`config.mk`:
```
export PLATFORM = sky130hd
export DESIGN_NAME = disp_arb_scan
export DESIGN_NICKNAME = d
export VERILOG_FILES = /design/src/rtl/disp_arb_scan.sv
export SDC_FILE = /design/constraint.sdc
export NUM_CORES = 1
export LEC_CHECK = 0
export ABC_CLOCK_PERIOD_IN_PS = 2100
export CAP_MARGIN = 20
export CORE_ASPECT_RATIO = 1.1
export CORE_UTILIZATION = 45
export DETAILED_ROUTE_END_ITERATION = 6
export PLACE_DENSITY = 0.68
export REMOVE_ABC_BUFFERS = 1
export SETUP_SLACK_MARGIN = 0.5
export SYNTH_ARGS = -nofsm -noshare
export SYNTH_HDL_FRONTEND = slang
export SYNTH_SLANG_ARGS = --single-unit
```
`constraint.sdc`:
```
create_clock -name clk100khz -period 2.1 [get_ports clk100khz]
set_input_delay 0.315 -clock clk100khz [delete_from_list [all_inputs] [get_ports clk100khz]]
set_output_delay 0.315 -clock clk100khz [all_outputs]
set_load 0.005 [all_outputs]
```
`src/rtl/disp_arb_scan.sv`:
```
// Six-digit display: round-robin write arbiter for two requesters plus a multiplexed scan driver.
// Optional inter-digit blanking is enabled by defining DISP_ARB_SCAN_BLANK_EN.
module disp_arb_scan #(
  parameter int unsigned DWELL = 16,
  parameter int unsigned BLANK = 2
) (
  input  logic       clk100khz,
  input  logic       rst_n,
  input  logic       clr,
  input  logic       a_req,
  input  logic [2:0] a_idx,
  input  logic [7:0] a_seg,
  output logic       a_ack,
  input  logic       b_req,
  input  logic [2:0] b_idx,
  input  logic [7:0] b_seg,
  output logic       b_ack,
  output logic [5:0] scan,
  output logic [7:0] dout
);

  if (DWELL < 1 || DWELL > 255) begin : gen_bad_dwell
    $error("DWELL must be in 1..255");
  end
  if (BLANK < 1 || BLANK > 255) begin : gen_bad_blank
    $error("BLANK must be in 1..255");
  end

  typedef enum logic [0:0] {StShow, StGap} state_e;

  localparam logic [7:0] DwellLast = 8'(DWELL - 1);
`ifdef DISP_ARB_SCAN_BLANK_EN
  localparam logic [7:0] BlankLast = 8'(BLANK - 1);
`endif

  state_e     state_q, state_d;
  logic [2:0] ptr_q, ptr_d, ptr_next;
  logic [7:0] cnt_q, cnt_d;

  logic [7:0] d_q [6];
  logic [7:0] d_d [6];

  logic       a_ack_q, b_ack_q;
  logic       prio_b_q, prio_b_d;
  logic       a_elig, b_elig, a_gnt, b_gnt;
  logic       wr_en;
  logic [2:0] wr_idx;
  logic [7:0] wr_seg;

  logic [5:0] scan_q, scan_d;
  logic [7:0] dout_q, dout_d;

  // A channel whose ack is showing is still holding the request it was just granted.
  always_comb begin
    a_elig   = a_req & ~a_ack_q & ~clr;
    b_elig   = b_req & ~b_ack_q & ~clr;
    a_gnt    = a_elig & (~b_elig | ~prio_b_q);
    b_gnt    = b_elig & (~a_elig | prio_b_q);
    prio_b_d = prio_b_q;
    if (a_gnt) begin
      prio_b_d = 1'b1;
    end else if (b_gnt) begin
      prio_b_d = 1'b0;
    end
    wr_en  = a_gnt | b_gnt;
    wr_idx = a_gnt ? a_idx : b_idx;
    wr_seg = a_gnt ? a_seg : b_seg;
  end

  // Indices 6 and 7 match no register, so such writes are acked and dropped.
  always_comb begin
    for (int i = 0; i < 6; i++) begin
      d_d[i] = d_q[i];
      if (clr) begin
        d_d[i] = '0;
      end else if (wr_en && wr_idx == 3'(i)) begin
        d_d[i] = wr_seg;
      end
    end
  end

  always_comb begin
    ptr_next = (ptr_q == 3'd5) ? 3'd0 : ptr_q + 3'd1;
    state_d  = state_q;
    ptr_d    = ptr_q;
    cnt_d    = cnt_q + 8'd1;
    unique case (state_q)
      StShow: begin
        if (cnt_q == DwellLast) begin
          cnt_d = '0;
`ifdef DISP_ARB_SCAN_BLANK_EN
          state_d = StGap;
`else
          ptr_d = ptr_next;
`endif
        end
      end
      StGap: begin
`ifdef DISP_ARB_SCAN_BLANK_EN
        if (cnt_q == BlankLast) begin
          cnt_d   = '0;
          state_d = StShow;
          ptr_d   = ptr_next;
        end
`else
        cnt_d   = '0;
        state_d = StShow;
`endif
      end
      default: begin
        cnt_d   = '0;
        state_d = StShow;
      end
    endcase
  end

  always_comb begin
    scan_d = '0;
    dout_d = '0;
    if (state_q == StShow) begin
      for (int i = 0; i < 6; i++) begin
        if (ptr_q == 3'(i)) begin
          scan_d[i] = 1'b1;
          dout_d    = d_q[i];
        end
      end
    end
  end

  always_ff @(posedge clk100khz or negedge rst_n) begin
    if (!rst_n) begin
      state_q  <= StShow;
      ptr_q    <= '0;
      cnt_q    <= '0;
      a_ack_q  <= 1'b0;
      b_ack_q  <= 1'b0;
      prio_b_q <= 1'b0;
      scan_q   <= '0;
      dout_q   <= '0;
      for (int i = 0; i < 6; i++) begin
        d_q[i] <= '0;
      end
    end else begin
      state_q  <= state_d;
      ptr_q    <= ptr_d;
      cnt_q    <= cnt_d;
      a_ack_q  <= a_gnt;
      b_ack_q  <= b_gnt;
      prio_b_q <= prio_b_d;
      scan_q   <= scan_d;
      dout_q   <= dout_d;
      for (int i = 0; i < 6; i++) begin
        d_q[i] <= d_d[i];
      end
    end
  end

  assign a_ack = a_ack_q;
  assign b_ack = b_ack_q;
  assign scan  = scan_q;
  assign dout  = dout_q;

endmodule

```
==> results of run 1 <==
flip-flops by register name (all words and copies together) (netlist names):
| register | count |
|---|---|
| a_ack | 1 |
| b_ack | 1 |
| cnt_q | 8 |
| d_q | 48 |
| dout | 8 |
| prio_b_q | 1 |
| ptr_q | 3 |
| scan | 6 |
worst max-delay path, stage by stage (launching register included):
cell	delay [ns]
dfrtp_1	0.42
or3b_4	0.52
o211ai_2	0.22
a21oi_4	0.09
buf_12	0.17
mux2_4	0.29
per-stage QoR:
| step | instances | setup WS [ns] | total power, mW |
|---|---|---|---|
| 2_1_floorplan | 333 | 0.0677 | 1.71 |
| 3_3_place_gp | 518 | -0.226 | 1.91 |
| 3_5_place_dp | 518 | -0.254 | 1.92 |
| 4_1_cts | 548 | 0.294 | 3.31 |
| 5_1_grt | 551 | 0.213 | 3.42 |
| 6_report | 551 | 0.266 | 3.32 |
layout make-up:
class / instances / area (um^2)
clock buffer: 11 / 131
clock inverter: 4 / 98.8
fill: 691 / 3290
inverter: 3 / 11.3
multi-input combinational: 255 / 2450
sequential: 76 / 1910
tap: 114 / 143
timing repair buffer: 88 / 882
power by group through the flow:
stage          clock, mW  sequential [mW]  combinational [mW]
6_report            1.34             1.51               0.470
5_1_grt             1.40             1.51               0.505
4_1_cts             1.33             1.51               0.462
3_5_place_dp           0             1.54               0.380
3_3_place_gp           0             1.54               0.375
2_1_floorplan          0             1.53               0.173
kinds of logic after synthesis:
| family | after synthesis | share of synthesized area |
|---|---|---|
| xor+xnor | 6 | 0.0127 |
| fa+ha+maj | 2 | 0.00604 |
| compound gates | 66 | 0.138 |
| flops | 76 | 0.459 |
| simple gates | 131 | 0.193 |
| mux | 49 | 0.163 |
| buf+inv | 22 | 0.0287 |
per-layer routing:
| metal | vias up | track usage | wire length, um |
|---|---|---|---|
| met5 | - | 0 | 0 |
| met4 | 0 | 0.0899 | 133 |
| met3 | 10 | 0.0288 | 350 |
| met2 | 66 | 0.377 | 4930 |
| met1 | 1512 | 0.301 | 4650 |
| li1 | 1402 | - | - |
worst paths after layout:
path                                  to  slack, ns  cells after the start
worst max-delay path             d_q[15]       0.27                      5
worst min-delay path               b_ack       0.32                      2
worst max register to register   d_q[15]       0.27                      5
worst min register to register  cnt_q[0]       0.46                      1
max in group asynchronous       ptr_q[0]       0.99                      3
min in group asynchronous        dout[0]       0.53                      2
repair_timing:
action	4_1_cts	5_1_grt
hold endpoints to repair	22	0
setup endpoints to repair	57	58
gates resized for setup	62	14
hold buffers	1	0
cloned	1	0
pin swaps	35	17
setup buffers	13	3
synth_stat cells (2+ instances only):
| cell | n |
|---|---|
| a21oi_2 | 9 |
| o21ai_4 | 2 |
| dfrtp_1 | 76 |
| a21oi_4 | 4 |
| nor2b_1 | 48 |
| nand3_1 | 10 |
| o21ai_2 | 8 |
| a2bb2oi_1 | 8 |
| buf_2 | 5 |
| nand3b_1 | 5 |
| o21ai_0 | 2 |
| xor2_1 | 4 |
| ha_1 | 2 |
| nand2b_1 | 11 |
| o21ai_1 | 5 |
| and3_1 | 3 |
| nor3b_1 | 3 |
| a21oi_1 | 2 |
| inv_1 | 2 |
| xnor2_1 | 2 |
| buf_6 | 4 |
| mux2_2 | 15 |
| nor3_4 | 2 |
| nor3_1 | 3 |
| nand2_1 | 12 |
| or3b_1 | 2 |
| o31ai_1 | 8 |
| o21a_1 | 8 |
| a221oi_1 | 8 |
| and2_1 | 2 |
| nor2_1 | 19 |
| mux2_4 | 33 |
| or3_1 | 2 |
| clkbuf_1 | 9 |
==> flow_summary.yaml, run 1 <==
timing:
  finClkSkew_ns: 0.0121
  slew_viol_final: 0
  max_freq_mhz: 545
  worstMarginPinSlew_ns: 0.731
  fin_crit_sh: 0.874
  setup_tns_ns: 0
  hold_viol_final: 0
  hold_slack_ns: 0.321
  slew_headroom: 0.513
  setup_viol: 0
  period_minus_slack_ns: 1.83
  rsz0062_at_grt: "true"
global_route:
  track_usage: 0.226
  grt_start_max_net_pins: 57
  antenna_found_initial: 0
  grt_pass1_wl_um: 16300
  grt_pass1_vias: 3106
  gr-total-overflow: 0
yosys:
  synth_top_cell_area_share: 0.459
  netlist_top_cells_area: "dfrtp_1 (46%), mux2_4 (12%), nor2b_1 (7.2%)"
  synth_seq_cells: 76
  avgSynthCellArea_um2: 11.8
  synth-main-ff-cell: "dfrtp_1"
  synth_cell_types: 48
  synthCells: 352
  synth_edf_count: 0
  async_reset_ff_frac: 1.00
  syn_area_mm2: 0.00414
  synth_top_area_cell: "dfrtp_1"
  ys_seq_area_frac: 0.459
  ys_warn_count: 0
clocking:
  clockRootBuffer: "clkbuf_8"
  clock_latency_ns: 0.35
  htree_levels: 3
  clock-sinks: 76
  cts_tree: "yes"
  cts.path.max_buffers: 2
  path_clk_slew_ns: 0.08
  cts_buffers: 9
placed_design:
  post_dp_cell_area_mm2: 0.00485
  portBuffers: 42
  gp_congestion: 0.796
  dpl.hpwl_um: 6030
floorplanning:
  dieArea_mm2: 0.00960
  rows: 36
  io_pins: 43
  core_mm2: 0.00892
  fp.dieH_um: 103
  die_w_um: 93.5
  initial_utilization: 0.465
pwr:
  pwr-share-clk: 0.403
  ir_drop_mv: 0.427
  leakage_nw: 2.49
  pwr-share-seq: 0.455
  net-switching-power_uw: 823
  switching_share: 0.248
  p_comb_frac: 0.141
  power_per_cell_area_mw_per_mm2: 590
  p_int_mw: 2.50
setup_path:
  startpoint: "a_ack"
  crit_path_end_kind: "register"
  worstPathArrival_ns: 2.06
  crit-reg2reg-launch: "a_ack"
  critPathMaxFanout: 8
  cp-start-kind: "register"
  cp.required_ns: 2.32
  worst-setup-path-type: "register to register"
finish:
  area_growth_pct: 35.7
  final_common_cell: "dfrtp_1"
  fin_area_mm2: 0.00562
  diodes: 0
  postLayoutCoreUtil: 0.631
  post_route_cells_drive_above_1_share: 0.382
  final_cell_mix: "dfrtp_1 (73), nor2b_1 (48), mux2_4 (48)"
  fin_nets: 462
run_status:
  outcome: "finished clean"
detailed_routing:
  viasPerCell: 5.43
  antenna_left: 0
  firstDrtPassIters: 4
  via_count: 2990
  routed_wirelength_um: 10100
  drc: 0
  drtIter0Drc: 123
  wl_per_cell_um: 18.3
job:
  maxCapViolCount: 0
hold_path:
  hp-class: "primary input to register"
  hp-start: "clr"
Power figures use the tool's default switching activity.
==> inputs of run 2 (changes only) <==
--- a/config.mk
+++ b/config.mk
@@ -10,6 +10,8 @@
 export CORE_ASPECT_RATIO = 1.1
 export CORE_UTILIZATION = 45
 export DETAILED_ROUTE_END_ITERATION = 6
+export GPL_TIMING_DRIVEN = 0
+export MAX_ROUTING_LAYER = met4
 export PLACE_DENSITY = 0.68
 export REMOVE_ABC_BUFFERS = 1
 export SETUP_SLACK_MARGIN = 0.5
==> run 2 against run 1 <==
First-iteration DRC count unchanged; sequential power about the same; flip-flop and latch count unchanged; final cell count decreased by 2.4%; design area decreased by 1.7%; count of clock-buffer cells in the layout increased by 1; worst hold slack improved by 0.099 ns; sequential share of layout area increased by 0.61 points; fmax increased by 2.2%; clock skew decreased by 0.0031 ns; critical path depth increased by 1; critical path type is now primary input to register; critical endpoint is now d_q[17].
==> flow_summary.yaml, run 2 (same netlist as run 1, synthesis figures left out) <==
run_status:
  outcome: "finished clean"
timing:
  fin_crit_sh: 0.854
  period_minus_slack_ns: 1.79
  timing.final.ws_setup_ns: 0.306
  rsz0062_at_grt: "true"
  setup_tns_ns: 0
  setup_viol: 0
  worstMarginPinSlew_ns: 0.458
  hold_slack_ns: 0.420
  slew_headroom: 0.693
  max_freq_mhz: 557
  hold_viol_final: 0
  finClkSkew_ns: 0.00898
  slew_viol_final: 0
pwr:
  total_power_mw: 3.12
  leakage_nw: 2.39
  power_per_cell_area_mw_per_mm2: 564
  ir_drop_mv: 0.373
setup_path:
  critPathMaxFanout: 23
  r2r-end: "d_q[17]"
  rrSetupSlack_ns: 0.31
  worstPathArrival_ns: 2.04
  crit_path_end_kind: "register"
  crit-reg2reg-launch: "a_ack"
  ff2ff_path_depth: 4
  worst-setup-path-type: "primary input to register"
  cp-start-kind: "primary input"
  cp.required_ns: 2.34
global_route:
  grt_start_max_net_pins: 54
  grt_pass1_wl_um: 15600
  track_usage: 0.221
  grt_pass1_vias: 2985
  gr-total-overflow: 0
  antenna_found_initial: 0
clocking:
  htree_levels: 3
  clock_latency_ns: 0.36
  clock-sinks: 76
  cts_buffers: 9
  cts_tree: "yes"
  path_clk_slew_ns: 0.08
  clockRootBuffer: "clkbuf_8"
  cts.path.max_buffers: 2
detailed_routing:
  wl_per_cell_um: 17.8
  via_count: 2950
  viasPerCell: 5.48
  drc: 0
  routed_wirelength_um: 9580
  firstDrtPassIters: 4
  antenna_left: 0
  drtIter0Drc: 123
floorplanning:
  core_mm2: 0.00892
  fp.dieH_um: 103
  die_w_um: 93.5
  dieArea_mm2: 0.00960
  io_pins: 43
  rows: 36
  initial_utilization: 0.465
finish:
  final_common_cell: "dfrtp_1"
  largest-register: "d_q"
  largest_reg_flops: 48
  postLayoutCoreUtil: 0.620
  fillers: 706
  diodes: 0
  area_growth_pct: 33.4
  final_cell_mix: "dfrtp_1 (72), nor2b_1 (48), mux2_4 (47)"
  seqCellArea_mm2: 0.00191
  multi_input_comb_area_mm2: 0.00247
  fin_nets: 448
  post_route_cells_drive_above_1_share: 0.368
placed_design:
  dpl.hpwl_um: 5540
  dp_worst_setup_slack_ns: -0.858
  gp_congestion: 0.829
  portBuffers: 42
job:
  maxCapViolCount: 0
hold_path:
  hp-class: "primary input to asynchronous set/reset pin"
==> run 2: worst max-delay path: stages <==
cell and delay (ns):
buf_4 0.23, buf_16 0.22, or3b_4 0.50, nor3_4 0.24, o21ai_4 0.17, mux2_4 0.33
==> run 2: through the flow <==
stage	area (um^2)	std cells
after detailed placement	4640	491
final	5530	538
after CTS	5390	533
after global routing	5530	538
after global placement	4600	489
after floorplan	4040	333
==> run 2: routing by layer <==
metal	global-route usage	vias up	share of wire
li1	-	1382	-
met4	0.108	0	0.024
met1	0.292	1479	0.47
met2	0.336	72	0.48
met5	-	-	0
met3	0.0310	17	0.029
==> run 2: power breakdown <==
group,switching (mW),internal (mW),total [mW]
logic,0.243,0.211,0.455
clock network,0.542,0.610,1.15
registers,0.0208,1.49,1.51
total,0.806,2.31,3.12
==> run 2: layout make-up <==
cell class,count,area share
clock buffers,12,0.0281
repair buffers,73,0.143
flip-flops and latches,76,0.345
clock inverters,4,0.00860
well taps,114,0.0258
multi-input cells,256,0.447
inverters,3,0.00294
==> run 2: how the worst max path moves through the flow <==
stage                    to   from  slack [ns]  depth (start not counted)
floorplan           d_q[24]  a_ack        0.07                          4
global placement     d_q[7]    clr       -2.56                          5
detailed placement  d_q[10]    clr       -0.86                          6
CTS                 d_q[15]  a_ack        0.31                          5
global route        d_q[17]  b_ack        0.25                          4
finish              d_q[17]    clr        0.31                          6
==> run 2: timing repair <==
item | 4_1_cts | 5_1_grt
hold endpoints to repair | 23 | 0
hold buffers | 1 | 0
gates resized for setup | 61 | 17
setup endpoints to repair | 62 | 57
buffers inserted | 23 | 4
pin swaps | 34 | 22
gates cloned | 2 | 1
==> inputs of run 3 (changes only) <==
--- a/config.mk
+++ b/config.mk
@@ -6,7 +6,6 @@
 export NUM_CORES = 1
 export LEC_CHECK = 0
 export ABC_CLOCK_PERIOD_IN_PS = 2100
-export CAP_MARGIN = 20
 export CORE_ASPECT_RATIO = 1.1
 export CORE_UTILIZATION = 45
 export DETAILED_ROUTE_END_ITERATION = 6
==> run 3 against run 2 <==
Power unchanged; design area stayed put; worst setup slack stayed put; die area is the same.
==> flow_summary.yaml, run 3 (same netlist as run 1, synthesis figures left out) <==
run_status:
  outcome: "finished clean"
finish:
  fin_nets: 448
  area_growth_pct: 33.4
  postLayoutCoreUtil: 0.620
  largest_reg_flops: 48
  final_common_cell: "dfrtp_1"
  post_route_cells_drive_above_1_share: 0.368
  largest-register: "d_q"
  final_cell_mix: "dfrtp_1 (72), nor2b_1 (48), mux2_4 (47)"
  fin_area_mm2: 0.00553
  diodes: 0
floorplanning:
  initial_utilization: 0.465
  die_w_um: 93.5
  io_pins: 43
  core_mm2: 0.00892
  rows: 36
  dieArea_mm2: 0.00960
  fp.dieH_um: 103
pwr:
  leakage_nw: 2.39
  ir_drop_mv: 0.373
  power_per_cell_area_mw_per_mm2: 564
setup_path:
  worst-setup-path-type: "primary input to register"
  ff2ff_path_depth: 4
  critPathMaxFanout: 23
  crit_path_end_kind: "register"
  crit-reg2reg-launch: "a_ack"
  r2r-end: "d_q[17]"
  worstPathArrival_ns: 2.04
  path_cells: "buf_4 > buf_16 > or3b_4 > nor3_4 > o21ai_4 > mux2_4"
  rrSetupSlack_ns: 0.31
  cp.required_ns: 2.34
  cp_slowest_stage_delay_ns: 0.50
  cp-start-kind: "primary input"
  crit_slowest_cell: "or3b_4"
detailed_routing:
  firstDrtPassIters: 4
  drc: 0
  routed_wirelength_um: 9580
  drtIter0Drc: 123
  viasPerCell: 5.48
  antenna_left: 0
  wl_per_cell_um: 17.8
  via_count: 2950
timing:
  slew_headroom: 0.693
  max_freq_mhz: 557
  slew_viol_final: 0
  setup_viol: 0
  finClkSkew_ns: 0.00898
  rsz0062_at_grt: "true"
  worstMarginPinSlew_ns: 0.458
  period_minus_slack_ns: 1.79
  hold_viol_final: 0
  fin_crit_sh: 0.854
job:
  maxCapViolCount: 0
global_route:
  track_usage: 0.221
  grt_start_max_net_pins: 54
  grt_pass1_vias: 2985
  grt_pass1_wl_um: 15600
  gr-total-overflow: 0
  antenna_found_initial: 0
placed_design:
  post_dp_cell_area_mm2: 0.00464
  dpl.hpwl_um: 5540
  gp_congestion: 0.829
  portBuffers: 42
clocking:
  cts.path.max_buffers: 2
  clock-sinks: 76
  clockRootBuffer: "clkbuf_8"
  path_clk_slew_ns: 0.08
  cts_buffers: 9
  clock_latency_ns: 0.36
  htree_levels: 3
  cts_tree: "yes"
hold_path:
  hp-class: "primary input to asynchronous set/reset pin"
## run 3: worst max-delay path by stage
stage / start / end / cells after the start
after global placement: clr / d_q[7] / 5
after detailed placement: clr / d_q[10] / 6
after global routing: b_ack / d_q[17] / 4
after CTS: a_ack / d_q[15] / 5
after floorplan: a_ack / d_q[24] / 4
final: clr / d_q[17] / 6
## run 3: layout make-up
class | count | area [um^2]
Clock buffer | 12 | 155
Inverter | 3 | 16.3
Multi-Input combinational cell | 256 | 2470
Sequential cell | 76 | 1910
Fill cell | 706 | 3390
Tap cell | 114 | 143
Clock inverter | 4 | 47.5
Timing Repair Buffer | 73 | 788
## run 3: stage by stage
step	hold slack, ns	worst slack (ns)	instances	TNS, ns	total power [mW]
after floorplan	0.0194	0.0677	333	0	1.71
after global placement	0.444	-2.56	489	-275.41	1.86
after detailed placement	0.243	-0.858	491	-37.89	1.87
after CTS	0.418	0.308	533	0	3.11
after global routing	0.446	0.246	538	0	3.24
final	0.420	0.306	538	0	3.12
## run 3: timing repair
action | 4_1_cts | 5_1_grt
hold buffers | 1 | 0
buffers inserted | 23 | 4
gates cloned | 2 | 1
pin swaps | 34 | 22
endpoints found under the hold margin | 23 | 0
setup endpoints to repair | 62 | 57
resized for setup | 61 | 17
## run 3: power breakdown
part	switching, mW	total (mW)	internal (mW)
clock	0.542	1.15	0.610
combinational	0.243	0.455	0.211
sequential	0.0208	1.51	1.49
total	0.806	3.12	2.31
## run 3: routing by layer
metal,vias up,wire [um],global-route usage
li1,1382,-,-
met1,1479,4500,0.292
met2,72,4570,0.336
met3,17,277,0.0310
met4,0,230,0.108
met5,-,0,-
## run 3: critical path: cells and delay by family
family / cells / cell delay [ns]
AO/OA/AOI/OAI: 1 / 0.17
AND/OR/NAND/NOR: 2 / 0.74
multiplexers: 1 / 0.33
buffers and inverters: 2 / 0.45
